==> src/rtl/core_pkg.sv <==
// Shared types and sizes for the memory stage: FSM state encoding and vector geometry.
package core_pkg;
   typedef enum logic [1:0] {
      IDLE   = 2'd0,
      ACCESS = 2'd1,
      DONE   = 2'd2
   } mem_state_t;

   localparam int WORD_W = 32;
   localparam int VLANES = 4;
endpackage

==> src/rtl/dmem_beat_ctrl.sv <==
// Data-memory beat sequencer: walks one (scalar) or LANES (vector) word beats over the
// req/ack bus, generating word-aligned addresses and the front-end stall.
//
//   state  | meaning
//   IDLE   | no transaction; a pending access starts one next cycle (stall already high)
//   ACCESS | bus request active for the current beat; advance on ack
//   DONE   | final beat acknowledged; MEM/WB captures the result on the closing edge
module dmem_beat_ctrl
   import core_pkg::*;
#(
   parameter int LANES = VLANES,
   parameter int BW    = (LANES > 1) ? $clog2(LANES) : 1
) (
   input  logic              clk,
   input  logic              reset,
   input  logic              access_i,
   input  logic              store_i,
   input  logic              vector_i,
   input  logic [WORD_W-1:0] base_addr_i,
   input  logic              dmem_ack_i,
   output logic              dmem_req_o,
   output logic              dmem_we_o,
   output logic [WORD_W-1:0] dmem_addr_o,
   output logic [BW-1:0]     beat_o,
   output logic              done_o,
   output logic              stall_o
);
   mem_state_t        state_q;
   logic [BW-1:0]     beat_q;
   logic [BW-1:0]     last_beat;
   logic              req_q;
   logic              we_q;
   logic [WORD_W-1:0] addr_q;

   assign last_beat = vector_i ? BW'(LANES - 1) : '0;

   // Bus outputs are registered, so they stay put across wait cycles by construction.
   always_ff @(posedge clk) begin
      if (reset) begin
         state_q <= IDLE;
         beat_q  <= '0;
         req_q   <= 1'b0;
         we_q    <= 1'b0;
         addr_q  <= '0;
      end else begin
         case (state_q)
            IDLE: begin
               if (access_i) begin
                  state_q <= ACCESS;
                  beat_q  <= '0;
                  req_q   <= 1'b1;
                  we_q    <= store_i;
                  addr_q  <= {base_addr_i[WORD_W-1:2], 2'b00};
               end
            end
            ACCESS: begin
               if (dmem_ack_i) begin
                  if (beat_q == last_beat) begin
                     state_q <= DONE;
                     beat_q  <= '0;
                     req_q   <= 1'b0;
                     we_q    <= 1'b0;
                     addr_q  <= '0;
                  end else begin
                     beat_q <= beat_q + 1'b1;
                     addr_q <= addr_q + WORD_W'(4);
                  end
               end
            end
            DONE:    state_q <= IDLE;
            default: state_q <= IDLE;
         endcase
      end
   end

   assign dmem_req_o  = req_q;
   assign dmem_we_o   = we_q;
   assign dmem_addr_o = addr_q;
   assign beat_o      = beat_q;
   assign done_o      = (state_q == DONE);
   assign stall_o     = ((state_q == IDLE) && access_i) || (state_q == ACCESS);
endmodule

==> src/rtl/stage_memory.sv <==
// Memory pipeline stage: scalar/vector loads and stores over a 32-bit req/ack bus,
// load-lane assembly, and the MEM/WB pipeline register.
module stage_memory
   import core_pkg::*;
#(
   parameter int XLEN  = WORD_W,
   parameter int LANES = VLANES
) (
   input  logic                  clk,
   input  logic                  reset,
   input  logic                  wb_clear,
   input  logic [31:0]           mem_instr,
   input  logic                  mem_reg_write,
   input  logic                  mem_mem_write,
   input  logic                  mem_mem_read,
   input  logic                  mem_vector_op,
   input  logic [1:0]            mem_result_src,
   input  logic [XLEN*LANES-1:0] mem_alu_result,
   input  logic [XLEN*LANES-1:0] mem_write_data,
   input  logic [31:0]           mem_pc_plus_4,
   input  logic [XLEN*LANES-1:0] mem_imm_ext,
   input  logic [4:0]            mem_rd,
   output logic                  dmem_req,
   output logic                  dmem_we,
   output logic [31:0]           dmem_addr,
   output logic [XLEN-1:0]       dmem_wdata,
   input  logic [XLEN-1:0]       dmem_rdata,
   input  logic                  dmem_ack,
   output logic                  mem_stall,
   output logic [31:0]           wb_instr,
   output logic                  wb_reg_write,
   output logic [1:0]            wb_result_src,
   output logic                  wb_vector_op,
   output logic [XLEN*LANES-1:0] wb_alu_result,
   output logic [XLEN*LANES-1:0] wb_read_data,
   output logic [31:0]           wb_pc_plus_4,
   output logic [XLEN*LANES-1:0] wb_imm_ext,
   output logic [4:0]            wb_rd
);
   localparam int BW = (LANES > 1) ? $clog2(LANES) : 1;

   logic                       access;
   logic                       start;
   logic                       done;
   logic [BW-1:0]              beat;
   logic [LANES-1:0][XLEN-1:0] wr_lanes;
   logic [LANES-1:0][XLEN-1:0] rd_buf_q;
   logic [XLEN*LANES-1:0]      rd_data_d;

   assign access   = mem_mem_read | mem_mem_write;
   assign wr_lanes = mem_write_data;

   dmem_beat_ctrl #(.LANES(LANES), .BW(BW)) u_ctrl (
      .clk         (clk),
      .reset       (reset),
      .access_i    (access),
      .store_i     (mem_mem_write),
      .vector_i    (mem_vector_op),
      .base_addr_i (mem_alu_result[31:0]),
      .dmem_ack_i  (dmem_ack),
      .dmem_req_o  (dmem_req),
      .dmem_we_o   (dmem_we),
      .dmem_addr_o (dmem_addr),
      .beat_o      (beat),
      .done_o      (done),
      .stall_o     (mem_stall)
   );

   assign dmem_wdata = dmem_req ? wr_lanes[beat] : '0;

   // Access is still asserted during DONE (EX/MEM not yet advanced), so exclude it here.
   assign start = access & ~dmem_req & ~done;

   always_ff @(posedge clk) begin
      if (reset || start) begin
         rd_buf_q <= '0;
      end else if (dmem_req && dmem_ack && !dmem_we) begin
         rd_buf_q[beat] <= dmem_rdata;
      end
   end

   always_comb begin
      rd_data_d = '0;
      if (mem_vector_op) begin
         rd_data_d = rd_buf_q;
      end else begin
         rd_data_d[XLEN-1:0] = rd_buf_q[0];
      end
   end

   always_ff @(posedge clk) begin
      if (reset || wb_clear) begin
         wb_instr      <= '0;
         wb_reg_write  <= 1'b0;
         wb_result_src <= '0;
         wb_vector_op  <= 1'b0;
         wb_alu_result <= '0;
         wb_read_data  <= '0;
         wb_pc_plus_4  <= '0;
         wb_imm_ext    <= '0;
         wb_rd         <= '0;
      end else if (mem_stall) begin
         wb_reg_write <= 1'b0;
         wb_vector_op <= 1'b0;
         wb_rd        <= '0;
      end else begin
         wb_instr      <= mem_instr;
         wb_reg_write  <= mem_reg_write;
         wb_result_src <= mem_result_src;
         wb_vector_op  <= mem_vector_op;
         wb_alu_result <= mem_alu_result;
         wb_read_data  <= rd_data_d;
         wb_pc_plus_4  <= mem_pc_plus_4;
         wb_imm_ext    <= mem_imm_ext;
         wb_rd         <= mem_rd;
      end
   end
endmodule

==> config.mk <==
export PLATFORM = sky130hd
export DESIGN_NAME = stage_memory
export DESIGN_NICKNAME = d
export VERILOG_FILES = /design/src/rtl/core_pkg.sv /design/src/rtl/dmem_beat_ctrl.sv /design/src/rtl/stage_memory.sv
export SDC_FILE = /design/constraint.sdc
export NUM_CORES = 1
export LEC_CHECK = 0
export ABC_AREA = 1
export CAP_MARGIN = 40
export CORE_AREA = 2 2 392 394
export DETAILED_ROUTE_END_ITERATION = 10
export DIE_AREA = 0 0 394 396
export MAX_ROUTING_LAYER = met4
export PLACE_DENSITY = 0.41
export SLEW_MARGIN = 30
export SYNTH_ARGS = -nofsm -noshare
export SYNTH_HDL_FRONTEND = slang
export SYNTH_SLANG_ARGS = --single-unit
==> constraint.sdc <==
create_clock -name clk -period 1.65 [get_ports clk]
set_input_delay 0.495 -clock clk [delete_from_list [all_inputs] [get_ports clk]]
set_output_delay 0.495 -clock clk [all_outputs]
set_load 0.05 [all_outputs]
# Word-level counts from Yosys, hierarchy flattened
# Index checks and enable logic that the tools add are counted.
[word_totals]
output_inout_bits = 524
reg_bits = 623
in_bits = 495
wordCells = 73
[classes]
bitwise_logic = 5
n_lt_le_gt_ge = 2
eq_ne = 6
reduce_logical = 14
n_mux = 26
n_addsub = 2
[op_table]
columns = ["operator", "n"]
rows = [
  ["2-to-1 mux 32 bit", 6],
  ["bitwise mux 128 bit", 1],
  ["2-to-1 mux 96 bit", 1],
  ["binary-select mux 32 bit (select 2 bit)", 1],
  ["demux 32 bit (select 2 bit)", 1],
  ["one-hot mux 32 bit (2 select lines)", 1],
  ["adder 32 x 3 -> 32 bit, second input constant", 1],
  ["2-to-1 mux 2 bit", 7],
  ["one-hot mux 2 bit (2 select lines)", 2],
  ["AND reduction 3 bit", 2],
  ["logical AND 1 bit", 4],
  ["2-to-1 mux 1 bit", 4],
  ["!= test 2 bit, second input constant", 2],
  ["one-hot mux 1 bit (2 select lines)", 2],
  ["AND reduction 4 bit", 1],
  ["logical OR 1 bit", 3],
  ["less-than comparator 2 x 3 -> 1 bit, second input constant", 1],
  ["adder 2 x 1 -> 2 bit, second input constant", 1],
  ["AND 1 bit", 2],
  ["equality test 2 x 1 -> 1 bit, second input constant", 1],
  ["equality test 2 bit", 1],
  ["equality test 2 bit, second input constant", 1],
  ["greater-or-equal comparator 2 x 1 -> 1 bit, second input constant", 1],
  ["logical NOT 2 bit", 1],
  ["other kinds (6)", 7],
]

# Depth between registers and ports, before layout
[logic_depth]
word_depth = 5
ltp_mapped = 10
depth_no_buf = 10

# By module
# Synthesis repeated with hierarchy kept, for this count alone.
[hier_totals]
cells_unflattened = 3391
area_unflattened_um2 = 24659.9
[by_module_without_submodules]
columns = ["module", "instances", "cells_each", "area_each_um2"]
rows = [
  ["stage_memory", 1, 3014, 22186.3],
  ["dmem_beat_ctrl", 1, 377, 2473.6],
]

# Worst setup path after synthesis
# Ideal clock, no wire load.
[synth_path]
path_kind = "register -> output"
startpoint = "register u_ctrl.beat_q[0], in the netlist u_ctrl.beat_o[0]"
endpoint = "output dmem_wdata[22]"
t_required_ps = 1155
slack_ps = -697
arrival_ps = 1852
path_stages_with_launch = 7
cell_sequence = "dfxtp_1 > clkbuf_1 > buf_2 > nor2_1 > nor2_1 > o21ai_0 > a21oi_1"
[synth_via]
elab_chain_len = 3
[synth_rtl]
columns = ["item", "line", "source"]
rows = [
  ["start, declared", "dmem_beat_ctrl.sv:29", "logic [BW-1:0] beat_q;"],
  ["start signal, assigned", "dmem_beat_ctrl.sv:65", "beat_q <= beat_q + 1'b1;"],
  ["binary-select mux 32 bit (select 2 bit)", "stage_memory.sv:69", "assign dmem_wdata = dmem_req ? wr_lanes[beat] : '0;"],
  ["2-to-1 mux 32 bit (not written as such)", "stage_memory.sv:69", ""],
  ["2-to-1 mux 32 bit", "stage_memory.sv:69", ""],
  ["end, declared", "stage_memory.sv:26", "output logic [XLEN-1:0] dmem_wdata,"],
]
# No other way between the ends. The select of a mux whose other input is x is not followed.

# Final worst setup path
[layout_path]
startpoint = "register u_ctrl.beat_q[0], in the netlist u_ctrl.beat_o[0]"
endpoint = "output dmem_wdata[10]"
# Same word-level chain as after synthesis.

==> PnR_summary.wiki <==
{| class="wikitable"
! Metric !! Value
|-
| Die Area || 156000 um2
|-
| Initial antenna violation count || 11
|-
| Top-Level Pins || 1019
|-
| Final design area excluding fillers || 49500 um2
|-
| Post-synthesis mux area share || 0
|-
| Crit path max-delay cell type || sky130_fd_sc_hd__dfxtp_4
|-
| Starting density of the core || 0.156
|-
| Launching point of the worst reg2reg path || u_ctrl.beat_o[0]
|-
| Crit path capture || dmem_wdata[10]
|-
| Max-cap violations || 0
|-
| Fin. Hold Viols || 0
|-
| Latest clock arrival within the worst-skew pair || 680 ps
|-
| Number of buffers and inverters on the critical path || 4
|-
| Worst Setup Path Type || flop to output port
|-
| Fmax || 398 MHz
|-
| Number of vias after detailed routing || 25.6k
|-
| Yosys cell types || 36
|-
| Commonest cells after routing, fill and taps aside || 735 x sky130_fd_sc_hd__nand2_1, 581 x sky130_fd_sc_hd__buf_12, 493 x sky130_fd_sc_hd__clkdlybuf4s50_1
|-
| Routed length per placed instance || 21.6 um
|-
| Fraction of the mapped netlist area in compound gates || 0.110
|-
| Cell-by-cell trace of the critical path || buf_6 -> buf_16 -> buf_6 -> nor2_4 -> nor2_2 -> o21ai_2 -> a21oi_4 -> buf_6
|-
| Global routing usage summed across all routing layers || 0.174
|-
| Residual overflow from global routing || 0
|-
| Synthesized area per cell || 7.72 um2
|-
| Biggest cell delay along the critical path || 410 ps
|-
| Port Buffers || 1016
|-
| Failing checks || DRC, setup timing
|-
| Fillers || 15.6k
|-
| Highest fanout seen on the critical path || 7
|-
| Pwr per Cell Area || 956 nW/um2
|-
| Post-DRT Antenna Nets || 0
|-
| WHS Path Cells || 3
|-
| Level count of the clock H-tree || 3
|-
| Weighted congestion at the end of routability-driven global placement || 0.875
|-
| Cell mode on critical path || sky130_fd_sc_hd__buf_6
|-
| Post-route worst setup slack || -860 ps
|-
| Share of post-route cells with drive strength above 1 || 0.409
|-
| Reg-to-Reg End || u_ctrl.dmem_addr_o[25]
|-
| Final-layout setup total negative slack || -35560 ps
|-
| Area share of and/or/nand/nor cells after synthesis || 0.280
|-
| Sequential cell area || 13400 um2
|-
| Die extent in y || 396 um
|-
| Required @ worst endpoint || 1150 ps
|-
| Post-Route Utilization || 0.326
|-
| Count of nets after finishing || 4763
|-
| Total of warnings raised by yosys || 0
|-
| Run status || finished with violations
|-
| Starting DRC count in detailed routing || 1304
|-
| Crit path time final || 2510 ps
|-
| Drt drc || 6
|-
| Worst hold slack after final layout || 338 ps
|-
| Crit path capture type || output port
|-
| Worst slack after detailed placement || -915 ps
|-
| Adder-Cell Fraction of Synth Area || 0.00264
|-
| Kind of cell adding the most delay to the critical path || buffers and inverters
|-
| Setup crit start kind || flop
|-
| Root buffer cell || sky130_fd_sc_hd__clkbuf_16
|-
| Total core area || 152000 um2
|-
| Clk sink count || 621
|-
| Number of standard cells in the layout, taps in and fillers out || 6361
|-
| Standard-cell rows || 143
|-
| Maximum resistive drop on vdd || 0.698 mV
|-
| Total leakage power || 19.5 nW
|-
| Seq cells post-synth || 621
|-
| Number of setup violations in the final report || 467
|-
| Router iterations before antenna repair || 10
|-
| Number of instances in the placed design || 6110
|-
| CTS clk-pin slew, worst paths || 60 ps
|-
| FF-to-FF path depth || 10
|-
| Maximum number of pins on one net before global-route repair || 71
|-
| Maximum clock insertion buffer count || 3
|-
| Top FF cell, synth || sky130_fd_sc_hd__dfxtp_1
|-
| Post-layout total power || 47.3 mW
|-
| Multi-input logic area || 10900 um2
|-
| Number of max-slew violations in the final report || 0
|-
| Netlist area before placement || 23700 um2
|-
| Start point of the critical path || u_ctrl.beat_o[0]
|-
| Vias per Instance || 4.03
|-
| Number of clock buffers inserted by TritonCTS || 83
|-
| Share of synthesized flip-flops with an asynchronous set or reset || 0
|-
| Crit. path cell count || 8
|-
| HPWL reported at the end of detailed placement || 104000 um
|-
| Most common cell after layout, fill and taps aside || sky130_fd_sc_hd__nand2_1
|-
| Clock tree from TritonCTS || done
|-
| Xor/xnor share of the synthesized area || 0.000370
|-
| Reg2reg setup slack || -90 ps
|-
| Setup clock skew after layout || 46.4 ps
|-
| Post-synthesis instance total || 3064
|-
| Number of synthesized flops with an enable pin || 0
|-
| Total cell area at the placement stage || 43200 um2
|-
| Total detailed-routing wirelength || 137000 um
|-
| Vias in the first global route || 25.3k
|-
| Worst Path Arrival || 2010 ps
|-
| Combinational family with the most area after synthesis || simple AND/OR/NAND/NOR gates
|-
| RSZ-0062 raised after global routing || true
|-
| Tightest Hold Check Type || primary input to flop
|-
| First-pass GRT wire length || 191000 um
|-
| Sequential area share after synthesis || 0.525
|-
| Horizontal die dimension || 394 um
|-
| Fraction of the cycle the final worst path needs || 1.52
|-
| P&R area growth vs syn || 109%
|}
## cells in the mapped netlist, types with 2 or more instances
master | instances | area (um2)
sky130_fd_sc_hd__buf_1 | 15 | 56.3
sky130_fd_sc_hd__buf_4 | 42 | 315
sky130_fd_sc_hd__nor2_2 | 2 | 12.5
sky130_fd_sc_hd__o211ai_1 | 4 | 30.0
sky130_fd_sc_hd__nand3b_1 | 3 | 22.5
sky130_fd_sc_hd__clkbuf_1 | 51 | 191
sky130_fd_sc_hd__ha_1 | 5 | 62.6
sky130_fd_sc_hd__a211oi_1 | 128 | 961
sky130_fd_sc_hd__or2_2 | 2 | 12.5
sky130_fd_sc_hd__nand2_2 | 6 | 37.5
sky130_fd_sc_hd__buf_6 | 13 | 146
sky130_fd_sc_hd__nor3_1 | 4 | 20.0
sky130_fd_sc_hd__buf_2 | 105 | 526
sky130_fd_sc_hd__nor2_4 | 2 | 22.5
sky130_fd_sc_hd__nand4_1 | 6 | 37.5
sky130_fd_sc_hd__a22oi_1 | 2 | 15.0
sky130_fd_sc_hd__nand3_2 | 2 | 20.0
sky130_fd_sc_hd__nand2_1 | 745 | 2800
sky130_fd_sc_hd__a31oi_1 | 3 | 18.8
sky130_fd_sc_hd__inv_2 | 9 | 33.8
sky130_fd_sc_hd__dfxtp_1 | 621 | 12400
sky130_fd_sc_hd__nand3_1 | 487 | 2440
sky130_fd_sc_hd__o21ai_0 | 184 | 921
sky130_fd_sc_hd__o21ai_1 | 40 | 200
sky130_fd_sc_hd__inv_1 | 173 | 649
sky130_fd_sc_hd__a21oi_1 | 89 | 445
sky130_fd_sc_hd__nor2_1 | 312 | 1170
## flip-flops by register name, indices dropped and copies added, names as in the netlist
name / flops
wb_alu_result: 128
wb_instr: 32
wb_rd: 5
u_ctrl.dmem_addr_o: 30
u_ctrl.dmem_we_o: 1
u_ctrl.dmem_req_o: 1
wb_read_data: 128
wb_reg_write: 1
wb_vector_op: 1
u_ctrl.state_q: 2
wb_pc_plus_4: 32
u_ctrl.beat_o: 2
wb_imm_ext: 128
wb_result_src: 2
rd_buf_q: 128
## layout make-up
| class | instances | area share |
|---|---|---|
| flip-flops and latches | 621 | 0.270 |
| multi-input cells | 2035 | 0.221 |
| inverters | 183 | 0.0147 |
| clock inverters | 21 | 0.00592 |
| well taps | 2030 | 0.0514 |
| clock buffers | 122 | 0.0501 |
| repair buffers | 1339 | 0.387 |
| diodes | 10 | 0.000506 |
## worst register-to-register path, delay by kind of cell (launching register included)
family                 cells  cell delay (ps)
buffers and inverters      6              860
DFF                        1              410
and+or+nand+nor            3              310
AOI/OAI and AO/OA          1               50
## where the power goes
| group | switching, mW | leakage [nW] | total, mW | internal, mW |
|---|---|---|---|---|
| Sequential | 0.635 | 5.30 | 16.2 | 15.6 |
| Clock | 7.43 | 1.35 | 18.5 | 11.0 |
| Combinational | 6.85 | 12.9 | 12.6 | 5.77 |
| Total | 14.9 | 19.5 | 47.3 | 32.4 |
## worst min-delay path by stage
| stage | slack, ps | from | end |
|---|---|---|---|
| after floorplan | 430 | rd_buf_q[0] | rd_buf_q[0] |
| after global placement | 440 | rd_buf_q[84] | rd_buf_q[84] |
| after detailed placement | 440 | rd_buf_q[57] | rd_buf_q[57] |
| after CTS | 250 | mem_imm_ext[15] | wb_imm_ext[15] |
| after global routing | 290 | mem_imm_ext[47] | wb_imm_ext[47] |
| final | 340 | mem_imm_ext[15] | wb_imm_ext[15] |
## logic make-up after synthesis
family / Yosys count
simple gates: 1574
flops: 621
compound gates: 453
buf+inv: 409
fa+ha+maj: 5
xor+xnor: 1
other cells: 1
## layer usage
layer | share of wire | vias up | GRT usage
li1 | - | 12500 | -
met1 | 0.40 | 12200 | 0.195
met2 | 0.50 | 853 | 0.300
met3 | 0.071 | 137 | 0.0503
met4 | 0.022 | 0 | 0.0446
met5 | 0 | - | -
## timing repair
action / 4_1_cts / 5_1_grt
hold endpoints to repair: 0 / 0
pin swaps: 45 / 124
cloned: 8 / 4
endpoints found under the setup margin: 807 / 839
hold buffers: 0 / 0
gates resized for setup: 757 / 295
setup buffers: 74 / 34
No activity file was read; power rests on OpenSTA's default activity.
